==> src/rtl/dcom_uart_pkg.sv <==
// Shared constants and state encoding for the UART com-port scheduler.
// Imported by the interface, the round-robin picker's users and the scheduler top.
package dcom_uart_pkg;

  localparam int          BYTE_W      = 8;
  localparam logic [15:0] TIMEOUT_DEF = 16'd1000;

  typedef enum logic [1:0] {
    IDLE      = 2'd0,
    SEND      = 2'd1,
    GUARD     = 2'd2,
    GUARD_REL = 2'd3
  } state_t;

endpackage

==> src/rtl/dcom_uart_sched_if.sv <==
// Requester, UART and receive-drain signals of the scheduler.
// master is the scheduler side, slave is the environment (requesters, UART core, consumer).
interface dcom_uart_sched_if #(
  parameter int NREQ = 4,
  parameter int IDW  = 2
);
  import dcom_uart_pkg::*;

  logic [NREQ-1:0]        TxReq;
  logic [NREQ-1:0]        TxLast;
  logic [BYTE_W*NREQ-1:0] TxData;
  logic [NREQ-1:0]        TxAck;
  logic [IDW-1:0]         Owner;
  logic                   Busy;
  logic                   Abort;
  logic                   UartWrite;
  logic [BYTE_W-1:0]      UartDataIn;
  logic                   UartTHEmpty;
  logic                   UartRead;
  logic                   UartDataReady;
  logic [BYTE_W-1:0]      UartDataOut;
  logic                   RxValid;
  logic [BYTE_W-1:0]      RxData;
  logic                   RxReady;

  modport master (
    input  TxReq, TxLast, TxData, UartTHEmpty, UartDataReady, UartDataOut, RxReady,
    output TxAck, Owner, Busy, Abort, UartWrite, UartDataIn, UartRead, RxValid, RxData
  );

  modport slave (
    output TxReq, TxLast, TxData, UartTHEmpty, UartDataReady, UartDataOut, RxReady,
    input  TxAck, Owner, Busy, Abort, UartWrite, UartDataIn, UartRead, RxValid, RxData
  );

endinterface

==> src/rtl/dcom_rr_pick.sv <==
// Combinational round-robin picker: first set bit of req searching upward from ptr with wrap.
// found is low when req is all zeros; idx is then 0.
module dcom_rr_pick #(
  parameter int N = 4,
  parameter int W = 2
) (
  input  logic [N-1:0] req,
  input  logic [W-1:0] ptr,
  output logic [W-1:0] idx,
  output logic         found
);

  logic [W-1:0] cand;

  // NOTE: every variable written here gets a default first, otherwise a path
  // that skips the assignment infers a latch.
  always_comb begin
    idx   = '0;
    found = 1'b0;
    cand  = '0;
    // Walk offsets from farthest to nearest so the nearest hit overwrites the rest.
    for (int i = N - 1; i >= 0; i--) begin
      cand = W'((int'(ptr) + i) % N);
      if (req[cand]) begin
        idx   = cand;
        found = 1'b1;
      end
    end
  end

endmodule

==> src/rtl/dcom_uart_sched.sv <==
// Packet-granular round-robin sharing of one UART transmit port between NREQ requesters,
// with owner-stall timeout, plus a guarded valid/ready drain of the UART receive side.
module dcom_uart_sched
  import dcom_uart_pkg::*;
#(
  parameter int             NREQ    = 4,
  parameter int             IDW     = 2,
  parameter int             TOW     = 16,
  parameter logic [TOW-1:0] TIMEOUT = TOW'(TIMEOUT_DEF)
) (
  input logic               PCLK,
  input logic               PRST,
  dcom_uart_sched_if.master bus
);

  state_t              state;
  logic [IDW-1:0]      ptr;
  logic [IDW-1:0]      owner;
  logic [TOW-1:0]      cnt;
  logic                busy;
  logic [BYTE_W-1:0]   data_q;
  logic                rx_guard;

  logic                own_req;
  logic                own_last;
  logic [BYTE_W-1:0]   own_data;
  logic                fire;
  logic                expire;
  logic                rx_valid;
  logic                rd;
  logic [IDW-1:0]      win;
  logic                found;
  logic [IDW-1:0]      nxt;

  dcom_rr_pick #(.N(NREQ), .W(IDW)) u_pick (
    .req   (bus.TxReq),
    .ptr   (ptr),
    .idx   (win),
    .found (found)
  );

  assign own_req  = bus.TxReq[owner];
  assign own_last = bus.TxLast[owner];
  assign own_data = bus.TxData[{owner, 3'b000} +: BYTE_W];

  // A rising owner request on the expiry cycle wins over the abort.
  assign fire   = (state == SEND) && own_req && bus.UartTHEmpty;
  assign expire = (state == SEND) && !own_req && (cnt == TIMEOUT - 1'b1);
  assign nxt    = (owner == IDW'(NREQ - 1)) ? '0 : owner + 1'b1;

  assign bus.UartWrite  = fire;
  assign bus.UartDataIn = fire ? own_data : data_q;
  assign bus.TxAck      = fire ? (NREQ'(1) << owner) : '0;
  assign bus.Abort      = expire;
  assign bus.Busy       = busy;
  assign bus.Owner      = owner;

  // NOTE: sequential state is assigned with <= so every register samples the
  // pre-edge values, independent of statement order.
  always_ff @(posedge PCLK) begin
    if (PRST) begin
      state  <= IDLE;
      ptr    <= '0;
      owner  <= '0;
      cnt    <= '0;
      busy   <= 1'b0;
      data_q <= '0;
    end else begin
      case (state)
        IDLE: begin
          if (found) begin
            owner <= win;
            cnt   <= '0;
            busy  <= 1'b1;
            state <= SEND;
          end
        end
        SEND: begin
          if (fire) begin
            data_q <= own_data;
            cnt    <= '0;
            state  <= own_last ? GUARD_REL : GUARD;
          end else if (expire) begin
            ptr   <= nxt;
            busy  <= 1'b0;
            cnt   <= '0;
            state <= IDLE;
          end else if (!own_req) begin
            // Waiting only on THEmpty is not an owner stall.
            cnt <= cnt + 1'b1;
          end
        end
        // THEmpty is stale for one cycle after a write.
        GUARD: state <= SEND;
        GUARD_REL: begin
          ptr   <= nxt;
          busy  <= 1'b0;
          state <= IDLE;
        end
        default: state <= IDLE;
      endcase
    end
  end

  // DataReady clears one cycle after Read; masking that cycle prevents a double read.
  assign rx_valid    = bus.UartDataReady && !rx_guard;
  assign rd          = rx_valid && bus.RxReady;
  assign bus.RxValid = rx_valid;
  assign bus.RxData  = bus.UartDataOut;
  assign bus.UartRead = rd;

  always_ff @(posedge PCLK) begin
    if (PRST) rx_guard <= 1'b0;
    else      rx_guard <= rd;
  end

endmodule

==> src/flat_wrapper.sv <==
// flat-port wrapper written by rule: the top's interface ports become plain ports
module dcom_uart_sched_flat import dcom_uart_pkg::*;
#(
  parameter int             NREQ    = 4,
  parameter int             IDW     = 2,
  parameter int             TOW     = 16,
  parameter logic [TOW-1:0] TIMEOUT = TOW'(TIMEOUT_DEF)
)
  (PCLK, PRST, bus_TxReq, bus_TxLast, bus_TxData, bus_UartTHEmpty, bus_UartDataReady, bus_UartDataOut, bus_RxReady, bus_TxAck, bus_Owner, bus_Busy, bus_Abort, bus_UartWrite, bus_UartDataIn, bus_UartRead, bus_RxValid, bus_RxData);
  dcom_uart_sched_if #(.NREQ(NREQ), .IDW(IDW)) bus_i ();
  input logic PCLK;
  input logic PRST;
  input wire logic [$bits(bus_i.TxReq)-1:0] bus_TxReq;
  input wire logic [$bits(bus_i.TxLast)-1:0] bus_TxLast;
  input wire logic [$bits(bus_i.TxData)-1:0] bus_TxData;
  input wire logic [$bits(bus_i.UartTHEmpty)-1:0] bus_UartTHEmpty;
  input wire logic [$bits(bus_i.UartDataReady)-1:0] bus_UartDataReady;
  input wire logic [$bits(bus_i.UartDataOut)-1:0] bus_UartDataOut;
  input wire logic [$bits(bus_i.RxReady)-1:0] bus_RxReady;
  output wire logic [$bits(bus_i.TxAck)-1:0] bus_TxAck;
  output wire logic [$bits(bus_i.Owner)-1:0] bus_Owner;
  output wire logic [$bits(bus_i.Busy)-1:0] bus_Busy;
  output wire logic [$bits(bus_i.Abort)-1:0] bus_Abort;
  output wire logic [$bits(bus_i.UartWrite)-1:0] bus_UartWrite;
  output wire logic [$bits(bus_i.UartDataIn)-1:0] bus_UartDataIn;
  output wire logic [$bits(bus_i.UartRead)-1:0] bus_UartRead;
  output wire logic [$bits(bus_i.RxValid)-1:0] bus_RxValid;
  output wire logic [$bits(bus_i.RxData)-1:0] bus_RxData;
  assign bus_i.TxReq = bus_TxReq;
  assign bus_i.TxLast = bus_TxLast;
  assign bus_i.TxData = bus_TxData;
  assign bus_i.UartTHEmpty = bus_UartTHEmpty;
  assign bus_i.UartDataReady = bus_UartDataReady;
  assign bus_i.UartDataOut = bus_UartDataOut;
  assign bus_i.RxReady = bus_RxReady;
  assign bus_TxAck = bus_i.TxAck;
  assign bus_Owner = bus_i.Owner;
  assign bus_Busy = bus_i.Busy;
  assign bus_Abort = bus_i.Abort;
  assign bus_UartWrite = bus_i.UartWrite;
  assign bus_UartDataIn = bus_i.UartDataIn;
  assign bus_UartRead = bus_i.UartRead;
  assign bus_RxValid = bus_i.RxValid;
  assign bus_RxData = bus_i.RxData;
  dcom_uart_sched #(.NREQ(NREQ), .IDW(IDW), .TOW(TOW), .TIMEOUT(TIMEOUT)) u_core (.PCLK(PCLK), .PRST(PRST), .bus(bus_i));
endmodule
==> config.mk <==
export PLATFORM = sky130hd
export DESIGN_NAME = dcom_uart_sched_flat
export DESIGN_NICKNAME = d
export VERILOG_FILES = /design/src/rtl/dcom_uart_pkg.sv /design/src/rtl/dcom_uart_sched_if.sv /design/src/rtl/dcom_rr_pick.sv /design/src/rtl/dcom_uart_sched.sv /design/src/flat_wrapper.sv
export SDC_FILE = /design/constraint.sdc
export NUM_CORES = 1
export LEC_CHECK = 0
export ABC_AREA = 1
export CORE_MARGIN = 1.5
export CORE_UTILIZATION = 48
export CTS_CLUSTER_SIZE = 20
export DETAILED_ROUTE_END_ITERATION = 8
export PLACE_DENSITY = 0.82
export SETUP_SLACK_MARGIN = 0.15
export SLEW_MARGIN = 15
export SYNTH_ARGS = -nofsm -noshare
export SYNTH_HDL_FRONTEND = slang
export SYNTH_SLANG_ARGS = --single-unit
==> constraint.sdc <==
create_clock -name PCLK -period 1.91 [get_ports PCLK]
set_input_delay 0.382 -clock PCLK [delete_from_list [all_inputs] [get_ports PCLK]]
set_output_delay 0.382 -clock PCLK [all_outputs]
set_load 0.05 [all_outputs]
==> results of run 1 <==
-- worst paths after layout --
check | start | slack [ns] | cells after the start | end
worst max register to register | u_core.bus.Owner[0] | -0.01 | 13 | u_core.cnt[12]
worst max-delay path | u_core.bus.Owner[0] | -0.13 | 8 | bus_UartDataIn[0]
worst min-delay path | u_core.rx_guard | 0.49 | 1 | u_core.rx_guard
worst min register to register | u_core.rx_guard | 0.49 | 1 | u_core.rx_guard
-- cell usage in the layout (no fill, tap or decap), drive strengths merged --
cell type        n
o21ai           33
buf             75
nand2          119
nor3             3
clkbuf           7
nand4           12
o22ai           10
a21oi           17
clkdlybuf4s50   39
inv             57
nor4             4
nor2            89
ha               5
and2             2
bufinv           1
xor2             3
dfxtp           32
dlygate4sd2      5
nand3           29
nand3b           1
-- sequential cells by signal (all words and copies together), names as in the netlist --
signal            flops
u_core.cnt           16
u_core.data_q         8
u_core.bus.Owner      2
u_core.ptr            2
u_core.state          2
u_core.bus.Busy       1
u_core.rx_guard       1
-- repair_timing --
item	CTS	global route
gates cloned	1	2
pin swaps	5	6
resized for setup	39	40
endpoints found under the setup margin	22	32
buffers inserted	10	7
-- power by group --
part | switching (mW) | total, mW | internal (mW)
clock | 0.271 | 0.732 | 0.460
combinational | 1.03 | 1.81 | 0.783
sequential | 0.0563 | 0.781 | 0.725
total | 1.36 | 3.32 | 1.97
-- worst reg2reg max path, stage by stage (launching register included) --
cell and delay, ns:
dfxtp_4 0.43, inv_8 0.06, nand2_4 0.07, nand3_4 0.08, buf_4 0.15, buf_4 0.13, nand3_2 0.07, nor2_2 0.05
nor2_4 0.25, buf_6 0.18, nand2_8 0.08, nor2_2 0.12, nor2_1 0.08, nor2_1 0.12
-- cell families (layout without fill, tap and decap cells) --
| logic type | after synthesis | count (layout) |
|---|---|---|
| and+or+nand+nor | 258 | 259 |
| adders and majority gates | 5 | 5 |
| AOI/OAI and AO/OA | 60 | 60 |
| buffers and inverters | 80 | 184 |
| xor gates and xnor gates | 3 | 3 |
| DFF | 32 | 32 |
-- layer usage --
layer	up-vias	global-route usage, %	share of wire, %
li1	1601	-	-
met1	1601	38.5	37
met2	229	54.7	49
met3	65	6.43	7.6
met4	0	18.7	5.8
met5	-	0	0
-- layout make-up --
| class | count | area, um2 | area share, % |
|---|---|---|---|
| timing repair inverter | 1 | 8.76 | 0.205 |
| inverter | 56 | 235 | 5.49 |
| timing repair buffer | 119 | 1270 | 29.6 |
| tap | 70 | 87.6 | 2.05 |
| clock buffer | 7 | 96.3 | 2.25 |
| sequential | 32 | 659 | 15.4 |
| clock inverter | 1 | 30.0 | 0.701 |
| multi-input combinational | 327 | 1900 | 44.3 |
-- per-stage QoR --
stage | worst slack [ns] | util [%]
3_5_place_dp | -0.252 | 72.5
2_1_floorplan | 0.0297 | -
5_1_grt | -0.195 | 82.8
4_1_cts | -0.105 | 78.6
3_3_place_gp | -0.217 | 72.5
6_report | -0.135 | 82.8
==> flow_summary.json, run 1 <==
{
  "yosys-top-cells-count": "nand2_1 (110), nor2_1 (82), inv_1 (45), dfxtp_1 (32)",
  "finalSetupTns_ns": -1.30,
  "vdd_drop_max_uv": 671,
  "area_delta_synth_final_pct": 63.9,
  "grt_pass1_wl_mm": 15.5,
  "synth_compound_gate_area_share_pct": 13.0,
  "synth_xor_area_share_pct": 1.01,
  "synth_ff_type": "dfxtp_1",
  "ys_types": 32,
  "finClkSkew_ns": 0.00394,
  "setup_ws_ns": -0.135,
  "initial_core_util_pct": 50.5,
  "worstPathCellList": "inv_8 -> nand2_4 -> nand3_4 -> nand4_4 -> inv_8 -> buf_12 -> o21ai_4 -> buf_12",
  "path_clk_slew_ns": 0.07,
  "postPlaceCellArea_um2": 3750,
  "arrival_ns": 1.66,
  "ys_warn_count": 0,
  "ys_async_sr_fraction_pct": 0,
  "die_w_um": 76.8,
  "grt-ovfl-total": 0,
  "routedWlPerCell_um": 17.1,
  "coreArea_um2": 5170,
  "max-slew-margin-rel_pct": 79.0,
  "final_cells": 613,
  "worst_path_max_delay_cell": "dfxtp_4",
  "synth_area_um2": 2610,
  "critPathCaptureType": "output port",
  "crit_buf_inv": 4,
  "synth_edf_count": 0,
  "grt_setup_unrepaired": "yes",
  "power_mw": 3.32,
  "ys_seq_area_share_pct": 24.5,
  "viasPerCell": 5.70,
  "fin_crit_sh_pct": 107,
  "whs_ns": 0.492,
  "finish.instance_area_um2": 4280,
  "power_density_nw_per_um2": 776,
  "drt_iter0_drc": 331,
  "synthMuxAreaShare_pct": 0,
  "criticalPathCategory": "reg -> out",
  "place_inst": 585,
  "status": "finished, violations left",
  "grt_max_degree": 21,
  "min_path_type": "reg -> reg",
  "clk_latency_ns": 0.29,
  "grt.total_usage_pct": 32.6,
  "required_ns": 1.53,
  "cts_tree": "built",
  "ios": 80,
  "synth-seq-cells": 32,
  "fmax_mhz": 489,
  "wirelength_mm": 10.5,
  "cts_root_buffer": "clkbuf_8",
  "drive_gt1_share_pct": 31.3,
  "synth_top_family_by_area": "simple AND/OR/NAND/NOR gates",
  "hold_viol_final": 0,
  "num_vias": 3496,
  "synth.most_common_cell": "nand2_1",
  "slew_violations": 0,
  "cts_sinks": 32,
  "port_buffers": 63,
  "dp_hpwl_mm": 6.22,
  "avgSynthCellArea_um2": 5.96,
  "violations": "negative setup slack",
  "worstPathMaxFanout": 8,
  "grt_pass1_vias": 3245,
  "rows": 26,
  "routabilityCongestion": 0.969,
  "cts.path.max_buffers": 2,
  "synth_top_area_share_pct": 24.5,
  "diodes": 0,
  "netlist_top_cells_area": "dfxtp_1 (25%), nand2_1 (16%), nor2_1 (12%)",
  "worst_slew_pin_slew_ns": 0.312,
  "htreeDepth": 2,
  "p_leak_nw": 1.77,
  "netlist_instances": 438,
  "yosys.area_share.simple_pct": 44.5,
  "crit_family": "buffers and inverters",
  "dr.pass1.iters": 5,
  "dieArea_um2": 5890,
  "grt_antenna_before_repair": 0,
  "cts_hold_buf": 0,
  "yosysTopAreaCell": "dfxtp_1",
  "die-height_um": 76.8,
  "setup_viol_count_final": 15,
  "cts_buffers": 5,
  "cp_slowest_stage_delay_ns": 0.43,
  "antenna_left": 0,
  "drv_cap": 0,
  "period_minus_slack_ns": 2.04,
  "synth_adder_area_share_pct": 2.39,
  "cp-start-kind": "flip-flop",
  "fill_cells": 282,
  "fin_nets": 600,
  "syn-num-nets": 496,
  "drc": 0
}
Note: power is estimated with default switching activity, not from simulation.
==> run 2, diff against run 1 <==
- CAP_MARGIN: default -> 10
==> results of run 2 <==
Final layout, timing and power as in run 1 (identical DEF).
